`config.mk`:
```
export PLATFORM = sky130hd
export DESIGN_NAME = phaethon_exec_unit
export DESIGN_NICKNAME = d
export VERILOG_FILES = /design/src/rtl/phaethon_exec_unit.sv
export SDC_FILE = /design/constraint.sdc
export NUM_CORES = 2
export LEC_CHECK = 0
export CORE_AREA = 4 4 507 258
export CTS_CLUSTER_SIZE = 16
export DETAILED_ROUTE_END_ITERATION = 8
export DIE_AREA = 0 0 511 262
export PLACE_DENSITY = 0.63
export SETUP_SLACK_MARGIN = 0.3
export SKIP_LAST_GASP = 1
export SYNTH_ARGS = -nofsm -noshare
export SYNTH_HDL_FRONTEND = slang
export SYNTH_SLANG_ARGS = --single-unit
export TNS_END_PERCENT = 5
```
`constraint.sdc`:
```
create_clock -name clk -period 5.4 [get_ports clk]
set_input_delay 1.08 -clock clk [delete_from_list [all_inputs] [get_ports clk]]
set_output_delay 1.08 -clock clk [all_outputs]
set_load 0.005 [all_outputs]
```
`src/rtl/phaethon_exec_unit.sv`:
```
// phaethon_exec_unit: multi-cycle fetch/decode/execute sequencer, one req/ack RAM port.
// Optional retire counter: define PHAETHON_RETIRE_CNT_EN to add the retired[31:0] output.
//
// Ports:
//   clk, reset                 rising-edge clock, synchronous active-high reset
//   ramIn, readAck, writeAck   RAM read data and completion acks
//   ramAddress, ramOut         RAM address and write data (held until ack)
//   readReq, writeReq          one-cycle request pulses
//   ipointer, opCode           instruction pointer, current opcode
//   halted, debug              halt flag, value written by setdebug
//   retired                    EXEC count (PHAETHON_RETIRE_CNT_EN only)
module phaethon_exec_unit #(
  parameter int DATA_W    = 32,
  parameter int ADDR_W    = 32,
  parameter int REG_COUNT = 16
) (
  input  logic              clk,
  input  logic              reset,
  input  logic [DATA_W-1:0] ramIn,
  input  logic              readAck,
  input  logic              writeAck,
  output logic [ADDR_W-1:0] ramAddress,
  output logic [DATA_W-1:0] ramOut,
  output logic              readReq,
  output logic              writeReq,
  output logic [ADDR_W-1:0] ipointer,
  output logic [7:0]        opCode,
  output logic              halted,
  output logic [DATA_W-1:0] debug
`ifdef PHAETHON_RETIRE_CNT_EN
  ,
  output logic [31:0]       retired
`endif
);

  localparam int IDX_W = $clog2(REG_COUNT);
  localparam logic [IDX_W-1:0] FR = IDX_W'(REG_COUNT - 1);

  localparam logic [3:0] S_FETCH  = 4'd0;
  localparam logic [3:0] S_FWAIT  = 4'd1;
  localparam logic [3:0] S_DECODE = 4'd2;
  localparam logic [3:0] S_IMM    = 4'd3;
  localparam logic [3:0] S_IWAIT  = 4'd4;
  localparam logic [3:0] S_MEM    = 4'd5;
  localparam logic [3:0] S_MWAIT  = 4'd6;
  localparam logic [3:0] S_EXEC   = 4'd7;
  localparam logic [3:0] S_HALT   = 4'd8;

  logic [3:0] state;
  logic [IDX_W-1:0] idxA, idxB, idxC;
  logic [DATA_W-1:0] valA, valB, valC;
  logic [DATA_W-1:0] imm, loadData;
  logic [REG_COUNT-1:0][DATA_W-1:0] regs;

  logic hasImm, memImm, memReg;
  logic isLoad, isStore;

  always_comb begin
    hasImm = opCode inside {8'd1, 8'd2, 8'd4, 8'd6,
                            8'd7, 8'd8, 8'd9};
    memImm = opCode inside {8'd2, 8'd4};
    memReg = opCode inside {8'd17, 8'd18};
    isLoad = opCode inside {8'd2, 8'd17};
    isStore = opCode inside {8'd4, 8'd18};
  end

  logic wrEn;
  logic [IDX_W-1:0] wrIdx;
  logic [DATA_W-1:0] wrData;
  logic [ADDR_W-1:0] seqIp, nextIp;

  assign seqIp = ipointer
    + (hasImm ? ADDR_W'(8) : ADDR_W'(4));

  always_comb begin
    wrEn = 1'b0;
    wrIdx = idxA;
    wrData = '0;
    nextIp = seqIp;
    unique case (opCode)
      8'd1: begin
        wrEn = 1'b1;
        wrData = imm;
      end
      8'd2, 8'd17: begin
        wrEn = 1'b1;
        wrData = loadData;
      end
      8'd3: begin
        wrEn = 1'b1;
        wrData = valB;
      end
      8'd5: begin
        wrEn = 1'b1;
        wrIdx = FR;
        wrData = DATA_W'({valA > valB,
                          valA < valB,
                          valA == valB});
      end
      8'd6: nextIp = ADDR_W'(imm);
      8'd7: if (regs[FR][0]) nextIp = ADDR_W'(imm);
      8'd8: if (regs[FR][1]) nextIp = ADDR_W'(imm);
      8'd9: if (regs[FR][2]) nextIp = ADDR_W'(imm);
      8'd10: begin
        wrEn = 1'b1;
        wrData = valB + valC;
      end
      8'd11: begin
        wrEn = 1'b1;
        wrData = valB - valC;
      end
      8'd12: begin
        wrEn = 1'b1;
        wrData = valB & valC;
      end
      8'd13: begin
        wrEn = 1'b1;
        wrData = valB | valC;
      end
      8'd14: begin
        wrEn = 1'b1;
        wrData = valB ^ valC;
      end
      8'd15: begin
        wrEn = 1'b1;
        wrData = valB << valC[4:0];
      end
      8'd16: begin
        wrEn = 1'b1;
        wrData = valB >> valC[4:0];
      end
      default: ;
    endcase
  end

  always_ff @(posedge clk) begin
    if (reset) begin
      state <= S_FETCH;
      ipointer <= '0;
      opCode <= '0;
      halted <= 1'b0;
      debug <= '0;
      idxA <= '0;
      idxB <= '0;
      idxC <= '0;
      valA <= '0;
      valB <= '0;
      valC <= '0;
      imm <= '0;
      loadData <= '0;
      regs <= '0;
    end else begin
      unique case (state)
        S_FETCH: state <= S_FWAIT;
        S_FWAIT: begin
          if (readAck) begin
            opCode <= ramIn[7:0];
            idxA <= ramIn[8+:IDX_W];
            idxB <= ramIn[16+:IDX_W];
            idxC <= ramIn[24+:IDX_W];
            state <= S_DECODE;
          end
        end
        S_DECODE: begin
          // Operands are snapshotted here so a write
          // to a source register sees the old value.
          valA <= regs[idxA];
          valB <= regs[idxB];
          valC <= regs[idxC];
          if (hasImm) state <= S_IMM;
          else if (memReg) state <= S_MEM;
          else state <= S_EXEC;
        end
        S_IMM: state <= S_IWAIT;
        S_IWAIT: begin
          if (readAck) begin
            imm <= ramIn;
            state <= memImm ? S_MEM : S_EXEC;
          end
        end
        S_MEM: state <= S_MWAIT;
        S_MWAIT: begin
          if (isLoad ? readAck : writeAck) begin
            if (isLoad) loadData <= ramIn;
            state <= S_EXEC;
          end
        end
        S_EXEC: begin
          if (wrEn) regs[wrIdx] <= wrData;
          if (opCode == 8'd30) debug <= valA;
          if (opCode == 8'd31) begin
            halted <= 1'b1;
            state <= S_HALT;
          end else begin
            ipointer <= nextIp;
            state <= S_FETCH;
          end
        end
        S_HALT: ;
        default: state <= S_FETCH;
      endcase
    end
  end

  logic [ADDR_W-1:0] memAddr;
  logic [DATA_W-1:0] storeData;

  assign memAddr = memImm ? ADDR_W'(imm)
                          : ADDR_W'(valB);
  assign storeData = (opCode == 8'd4) ? valB : valC;

  always_comb begin
    ramAddress = '0;
    ramOut = '0;
    unique case (1'b1)
      (state == S_FETCH) || (state == S_FWAIT):
        ramAddress = ipointer;
      (state == S_IMM) || (state == S_IWAIT):
        ramAddress = ipointer + ADDR_W'(4);
      (state == S_MEM) || (state == S_MWAIT): begin
        ramAddress = memAddr;
        if (isStore) ramOut = storeData;
      end
      default: ;
    endcase
    // Requests are masked while reset is held so the
    // FETCH state entered by reset does not pulse early.
    readReq = !reset
      && ((state == S_FETCH) || (state == S_IMM)
          || ((state == S_MEM) && isLoad));
    writeReq = !reset && (state == S_MEM) && isStore;
  end

`ifdef PHAETHON_RETIRE_CNT_EN
  always_ff @(posedge clk) begin
    if (reset) retired <= '0;
    else if (state == S_EXEC) retired <= retired + 32'd1;
  end
`endif

endmodule
```
Word level (Yosys, flattened, before mapping)
Cells that the tools add are included.

Word-level logic and storage cells: 137. Memories: 0. Bits of input ports: 36. RAM bits: 0. Bits in latches: 0. Output and inout bits: 139. Flip-flop bits (word level): 761. Bits in read-only memories: 0.

Shift-type cells: 2. Multipliers: 0. Add/sub/neg operators: 4. Magnitude comparators: 7. Reduce and logical (&&, ||, !) cells: 27. Equal/unequal tests: 32. Bitwise operators: 5. Divide/modulo/power cells: 0. Multiplexer cells: 31.

Operator list (count): bitwise mux 512 bit (1); binary-select mux 32 bit (select 4 bit) (3); two-way mux 32 bit (11); case mux 32 bit (11 select lines) (1); demux 32 bit (select 4 bit) (1); case mux 32 bit (4 select lines) (1); case mux 32 bit (3 select lines) (1); == test 8 x 4 -> 1 bit, second input constant (8); == test 8 x 5 -> 1 bit, second input constant (5); case mux 4 bit (9 select lines) (1); adder 32 x 3 -> 32 bit, second input constant (1); adder 32 bit (1); adder 32 x 4 -> 32 bit (1); AND 32 bit (1); == test 32 bit (1); == test 8 x 3 -> 1 bit, second input constant (4); > comparator 32 bit (1); less-than comparator 32 bit (1); OR 32 bit (1); left shift 32 x 5 -> 32 bit (1); >> shifter 32 x 5 -> 32 bit (1); subtractor 32 bit (1); XOR 32 bit (1); two-way mux 4 bit (6); other kinds (24) (53).

Logic depth before layout (Yosys ltp)
Depth after elaboration: 7. Gate-level depth with buffers: 22. Mapped depth without buffers: 16.

Worst setup path before layout
No wires, ideal clock.

Kind: register to register. Start point: register opCode[1]. End point: register regs[220] (netlist bit). Arrival: 4430 ps. Path slack: 832 ps. Data required time: 5263 ps. Path buffers: 7. Period minus slack after synthesis: 4568 ps. Library setup time: 137 ps. Stages on the path, launching flop included: 20. Cells stage by stage: dfxtp_1 > buf_2 > buf_2 > buf_2 > buf_2 > buf_1 > nand3_1 > clkbuf_1 > nor2_1 > a21oi_1 > fa_1 > a21oi_1 > o21ai_0 > a21o_1 > a211oi_2 > o21ai_0 > nor4b_1 > a2111oi_4 > buf_2 > a211oi_1.

Word-level cells in the longest chain between the ends: 7. Elaborated cells between the ends (all ways): 24. Classes of those cells: order compare (2); eq/ne (12); mux (6); reduce/logical (4).

RTL lines: from (decl) (RTL line 27) `output logic [7:0] opCode,`; from (signal assigned) (RTL line 157) `opCode <= ramIn[7:0];`; == test 8 x 3 -> 1 bit (RTL line 80) `unique case (opCode)`; two-way mux 4 bit (RTL line 80); less-than comparator 4 x 5 -> 1 bit (not written as such) or greater-or-equal comparator 4 x 1 -> 1 bit (tied branches) (RTL line 189) `if (wrEn) regs[wrIdx] <= wrData;`; logical AND 1 bit (not written as such) (RTL line 189); two-way mux 32 bit (not written as such) (RTL line 189); demux 32 bit (select 4 bit) (RTL line 189); bitwise mux 512 bit (RTL line 189); to (signal, indexed assignment) (RTL line 189); to (decl) (RTL line 53) `logic [REG_COUNT-1:0][DATA_W-1:0] regs;`.

Several ways; a longest one is shown, not always the timed one. A chain may end at the register's enable or synchronous reset.

Worst setup path after layout
Start point: register opCode[3]. End point: register regs[148] (netlist bit).

Same word-level chain as after synthesis.

==> results.json <==
{
  "run_status": "complete, no violations",
  "synth_xor_area_share_pct": 0.852,
  "detailedPlacementHpwl_mm": 140,
  "timing.max_cap.violations": 0,
  "timing.critical_path.slowest_stage_cell": "sky130_fd_sc_hd__or4b_4",
  "power.static_leakage_nw": 17.7,
  "worst_ep_required_time_ns": 5.93,
  "postSynthCellCount": 5289,
  "holdCritPathClass": "reg2reg",
  "skew_ns": 0.0437,
  "die_w_um": 511,
  "flow.area_growth_from_synthesis_pct": 11.6,
  "synth.avg_cell_area_sq_um": 9.53,
  "synth-main-ff-cell": "sky130_fd_sc_hd__dfxtp_1",
  "yosysSeqAreaShare_pct": 30.2,
  "max_slew.worst_pin.slew_ns": 1.41,
  "crit_path_end_kind": "flop",
  "min-delay-start": "valB[19]",
  "clock_tree.htree_level_count": 3,
  "synth_nets": 5459,
  "gr-total-overflow": 0,
  "placedInstanceArea_sq_um": 53500,
  "synth_enable_flop_cells": 0,
  "drt-pass1-iter-count": 6,
  "finalSetupViolCount": 0,
  "timing.final.crit_share_pct": 91.3,
  "post_synth_and_or_nand_nor_area_fraction_pct": 14.4,
  "route.top_layer_used": "met4",
  "synth_fa_ha_area_share_pct": 3.36,
  "die_y_um": 262,
  "core.rowCount": 92,
  "route.met2.wl_mm": 87.5,
  "via_per_inst": 6.63,
  "cts.reportedPaths.clkPinSlew_ns": 0.06,
  "met3_routed_length_mm": 25.2,
  "ratio_of_total_power_to_cell_area_nw_per_um2": 254,
  "wl_per_cell_um": 29.5,
  "reg2regPathDepth": 17,
  "cts_tree": "done",
  "grt_antenna_before_repair": 5,
  "cts_num_sinks": 761,
  "cts_hold_repair.buffers": 0,
  "overall_die_area_sq_um": 134000,
  "critPathKind": "reg2reg",
  "critical_path.max_fanout": 18,
  "largest_family_of_logic_cells_by_synthesized_area": "multiplexers",
  "port_buffers": 174,
  "finalNetCount": 5336,
  "rsz0062_at_grt": "yes",
  "maxSlewViolCount": 0,
  "postLayoutCellArea_sq_um": 56200,
  "wirelength_met1_mm": 81.6,
  "critical-path-max-stage-delay_ns": 0.59,
  "drive_above_1_share_pct": 19.8,
  "floorplan.initialDensity_pct": 40.0,
  "crit_path_frequent_cell": "sky130_fd_sc_hd__buf_4",
  "timing.fmax_mhz": 203,
  "routed-via-count": 45900,
  "relSlewSlack_pct": 5.49,
  "time_the_worst_path_needs_with_i_o_delays_and_setup_ns": 4.93,
  "launching_point_of_the_worst_reg2reg_path": "opCode[3]",
  "core-area_sq_um": 126000,
  "synth.mux.area_fraction_pct": 26.3,
  "critPathLaunchType": "flop",
  "r2r_slack_ns": 0.47,
  "grt_start_max_net_pins": 228,
  "final_weighted_congestion_in_routability_driven_placement": 1.03,
  "clock_path_buffers": 3,
  "remaining_drc_errors": 0,
  "cts_root_buf": "sky130_fd_sc_hd__clkbuf_16",
  "synth-compound-area-share_pct": 19.3,
  "finish.utilization_pct": 44.7,
  "critPathLaunch": "opCode[3]",
  "totalNegativeSetupSlack_ns": 0,
  "endpoint_of_the_worst_slack_reg_to_reg_timing_path": "regs[148]",
  "vdd_ir_drop_max_mv": 0.254,
  "grt_util_all_layers_pct": 29.5,
  "ios": 175,
  "first_iter_violations": 6948,
  "n_fill_cell": 11800,
  "wirelength_mm": 204,
  "postCtsSetupRepairBufs": 0,
  "numCtsBuffers": 78,
  "worstSkewPairLatency_ns": 0.70,
  "hold_vio_cnt_final": 0,
  "synthesis.yosys.warnings": 0,
  "cp_cell_sequence": "or4b_4 -> nor3_4 -> nand3_1 -> buf_4 -> nor2_1 -> a21oi_1 -> fa_1 -> a21oi_1 -> o21ai_0 -> a21o_1 -> a211oi_2 -> o21ai_1 -> buf_4 -> xor2_1 -> a211oi_4 -> buf_4 -> a211oi_1",
  "via_count_of_the_first_global_routing_pass": 43100,
  "worstSetupEndpoint": "regs[148]",
  "timing.critical_path.arrival_ns": 5.46,
  "synthesis.area_sq_um": 50400,
  "async_flop_share_pct": 0,
  "ys_ff_latch": 761,
  "drtAntennaViolNets": 0,
  "synth_cell_type_count": 110,
  "wire_length_of_the_first_global_routing_pass_mm": 297
}
-- critical path: cells and delay by family, from the launching register on --
kind,cells,cell delay (ns)
DFF,1,0.50
xor gates and xnor gates,1,0.16
buffers and inverters,3,0.75
adders and majority gates,1,0.44
and+or+nand+nor,4,1.10
AOI/OAI and AO/OA,8,1.85
-- synthesized netlist by cell type (all sizes together), types with 41 or more instances --
cell / instances / area [sq um]
dfxtp: 761 / 15200
nand2: 688 / 2590
nor2: 666 / 2590
mux4: 542 / 12200
a211oi: 481 / 3920
a21oi: 403 / 2060
clkbuf: 320 / 1200
buf: 235 / 1270
o21ai: 141 / 709
ha: 132 / 1650
mux2i: 89 / 891
inv: 87 / 327
nor3: 79 / 453
nand3: 56 / 290
o21bai: 42 / 315
xnor2: 41 / 359
-- how the worst min path moves through the flow --
stage | cells past startpoint | slack [ns] | endpoint
6_report | 2 | 0.46 | valB[19]
5_1_grt | 2 | 0.47 | debug[8]
4_1_cts | 2 | 0.46 | halted
3_5_place_dp | 2 | 0.45 | halted
3_3_place_gp | 2 | 0.44 | halted
2_1_floorplan | 2 | 0.44 | loadData[13]
-- power breakdown --
group | internal, mW | total [mW] | switching, mW
clock | 3.35 | 5.86 | 2.51
combinational | 0.814 | 2.44 | 1.63
sequential | 5.67 | 6.00 | 0.330
-- flip-flops by register name, indices dropped and copies added, names as in the netlist --
signal,cells
debug,32
halted,1
idxA,4
idxB,4
idxC,4
imm,32
ipointer,32
loadData,32
opCode,8
regs,512
state,4
valA,32
valB,32
valC,32
-- cells by family after synthesis --
family          Yosys count
fa+ha+maj               134
flops                   761
buf+inv                 643
simple gates           1672
compound gates         1385
mux                     645
xor+xnor                 49
-- per-layer routing --
| metal | up-vias | global-route usage [%] |
|---|---|---|
| met1 | 22700 | 39.8 |
| li1 | 19700 | - |
| met2 | 2922 | 44.5 |
| met3 | 561 | 8.68 |
| met4 | 0 | 12.2 |
| met5 | - | 0 |
-- layout make-up --
class	instances	area [sq um]	area share, %
Tap cell	1692	2120	3.76
Timing Repair Buffer	352	3310	5.88
Clock inverter	29	448	0.796
Sequential cell	761	15300	27.2
Inverter	88	330	0.587
Multi-Input combinational cell	3885	32500	57.7
Antenna cell	1	2.50	0.00445
Clock buffer	111	2280	4.05
-- metrics by stage --
step | setup slack, ns | hold WS [ns] | instances | total power [mW]
after floorplan | 0.832 | 0.436 | 5289 | 7.58
after global placement | 0.271 | 0.437 | 6778 | 8.51
after detailed placement | 0.229 | 0.448 | 6778 | 8.52
after CTS | 0.320 | 0.455 | 6918 | 14.3
after global routing | 0.293 | 0.473 | 6918 | 14.7
final | 0.467 | 0.456 | 6919 | 14.3
-- layout by cell type, fill, tap and decap left out, types with 13 or more instances in the layout --
| cell type | count |
|---|---|
| sky130_fd_sc_hd__ha_1 | 132 |
| sky130_fd_sc_hd__clkbuf_1 | 14 |
| sky130_fd_sc_hd__nor3_1 | 65 |
| sky130_fd_sc_hd__mux4_2 | 542 |
| sky130_fd_sc_hd__a31oi_1 | 35 |
| sky130_fd_sc_hd__xnor2_1 | 41 |
| sky130_fd_sc_hd__buf_4 | 160 |
| sky130_fd_sc_hd__clkdlybuf4s50_1 | 173 |
| sky130_fd_sc_hd__nand3b_1 | 19 |
| sky130_fd_sc_hd__a221oi_1 | 17 |
| sky130_fd_sc_hd__mux2i_1 | 89 |
| sky130_fd_sc_hd__o22ai_1 | 35 |
| sky130_fd_sc_hd__o21ai_1 | 21 |
| sky130_fd_sc_hd__o221ai_1 | 26 |
| sky130_fd_sc_hd__inv_1 | 86 |
| sky130_fd_sc_hd__nand4_1 | 32 |
| sky130_fd_sc_hd__o21bai_1 | 42 |
| sky130_fd_sc_hd__mux2_2 | 14 |
| sky130_fd_sc_hd__a21o_1 | 30 |
| sky130_fd_sc_hd__and3_1 | 33 |
| sky130_fd_sc_hd__nor2_1 | 650 |
| sky130_fd_sc_hd__nand3_1 | 53 |
| sky130_fd_sc_hd__dfxtp_1 | 743 |
| sky130_fd_sc_hd__clkbuf_8 | 18 |
| sky130_fd_sc_hd__a211oi_1 | 420 |
| sky130_fd_sc_hd__a221o_1 | 16 |
| sky130_fd_sc_hd__buf_12 | 18 |
| sky130_fd_sc_hd__o21ai_0 | 119 |
| sky130_fd_sc_hd__or3_1 | 13 |
| sky130_fd_sc_hd__a22o_1 | 16 |
| sky130_fd_sc_hd__a21oi_1 | 395 |
| sky130_fd_sc_hd__nand2_1 | 683 |
| sky130_fd_sc_hd__a211oi_2 | 59 |
| sky130_fd_sc_hd__a22oi_1 | 20 |
| sky130_fd_sc_hd__clkbuf_16 | 79 |
-- timing repair --
item,4_1_cts,5_1_grt
gates resized for setup,1,5
hold endpoints to repair,0,0
setup endpoints to repair,16,95
pin swaps,0,1
(Power assumes the default switching activity.)
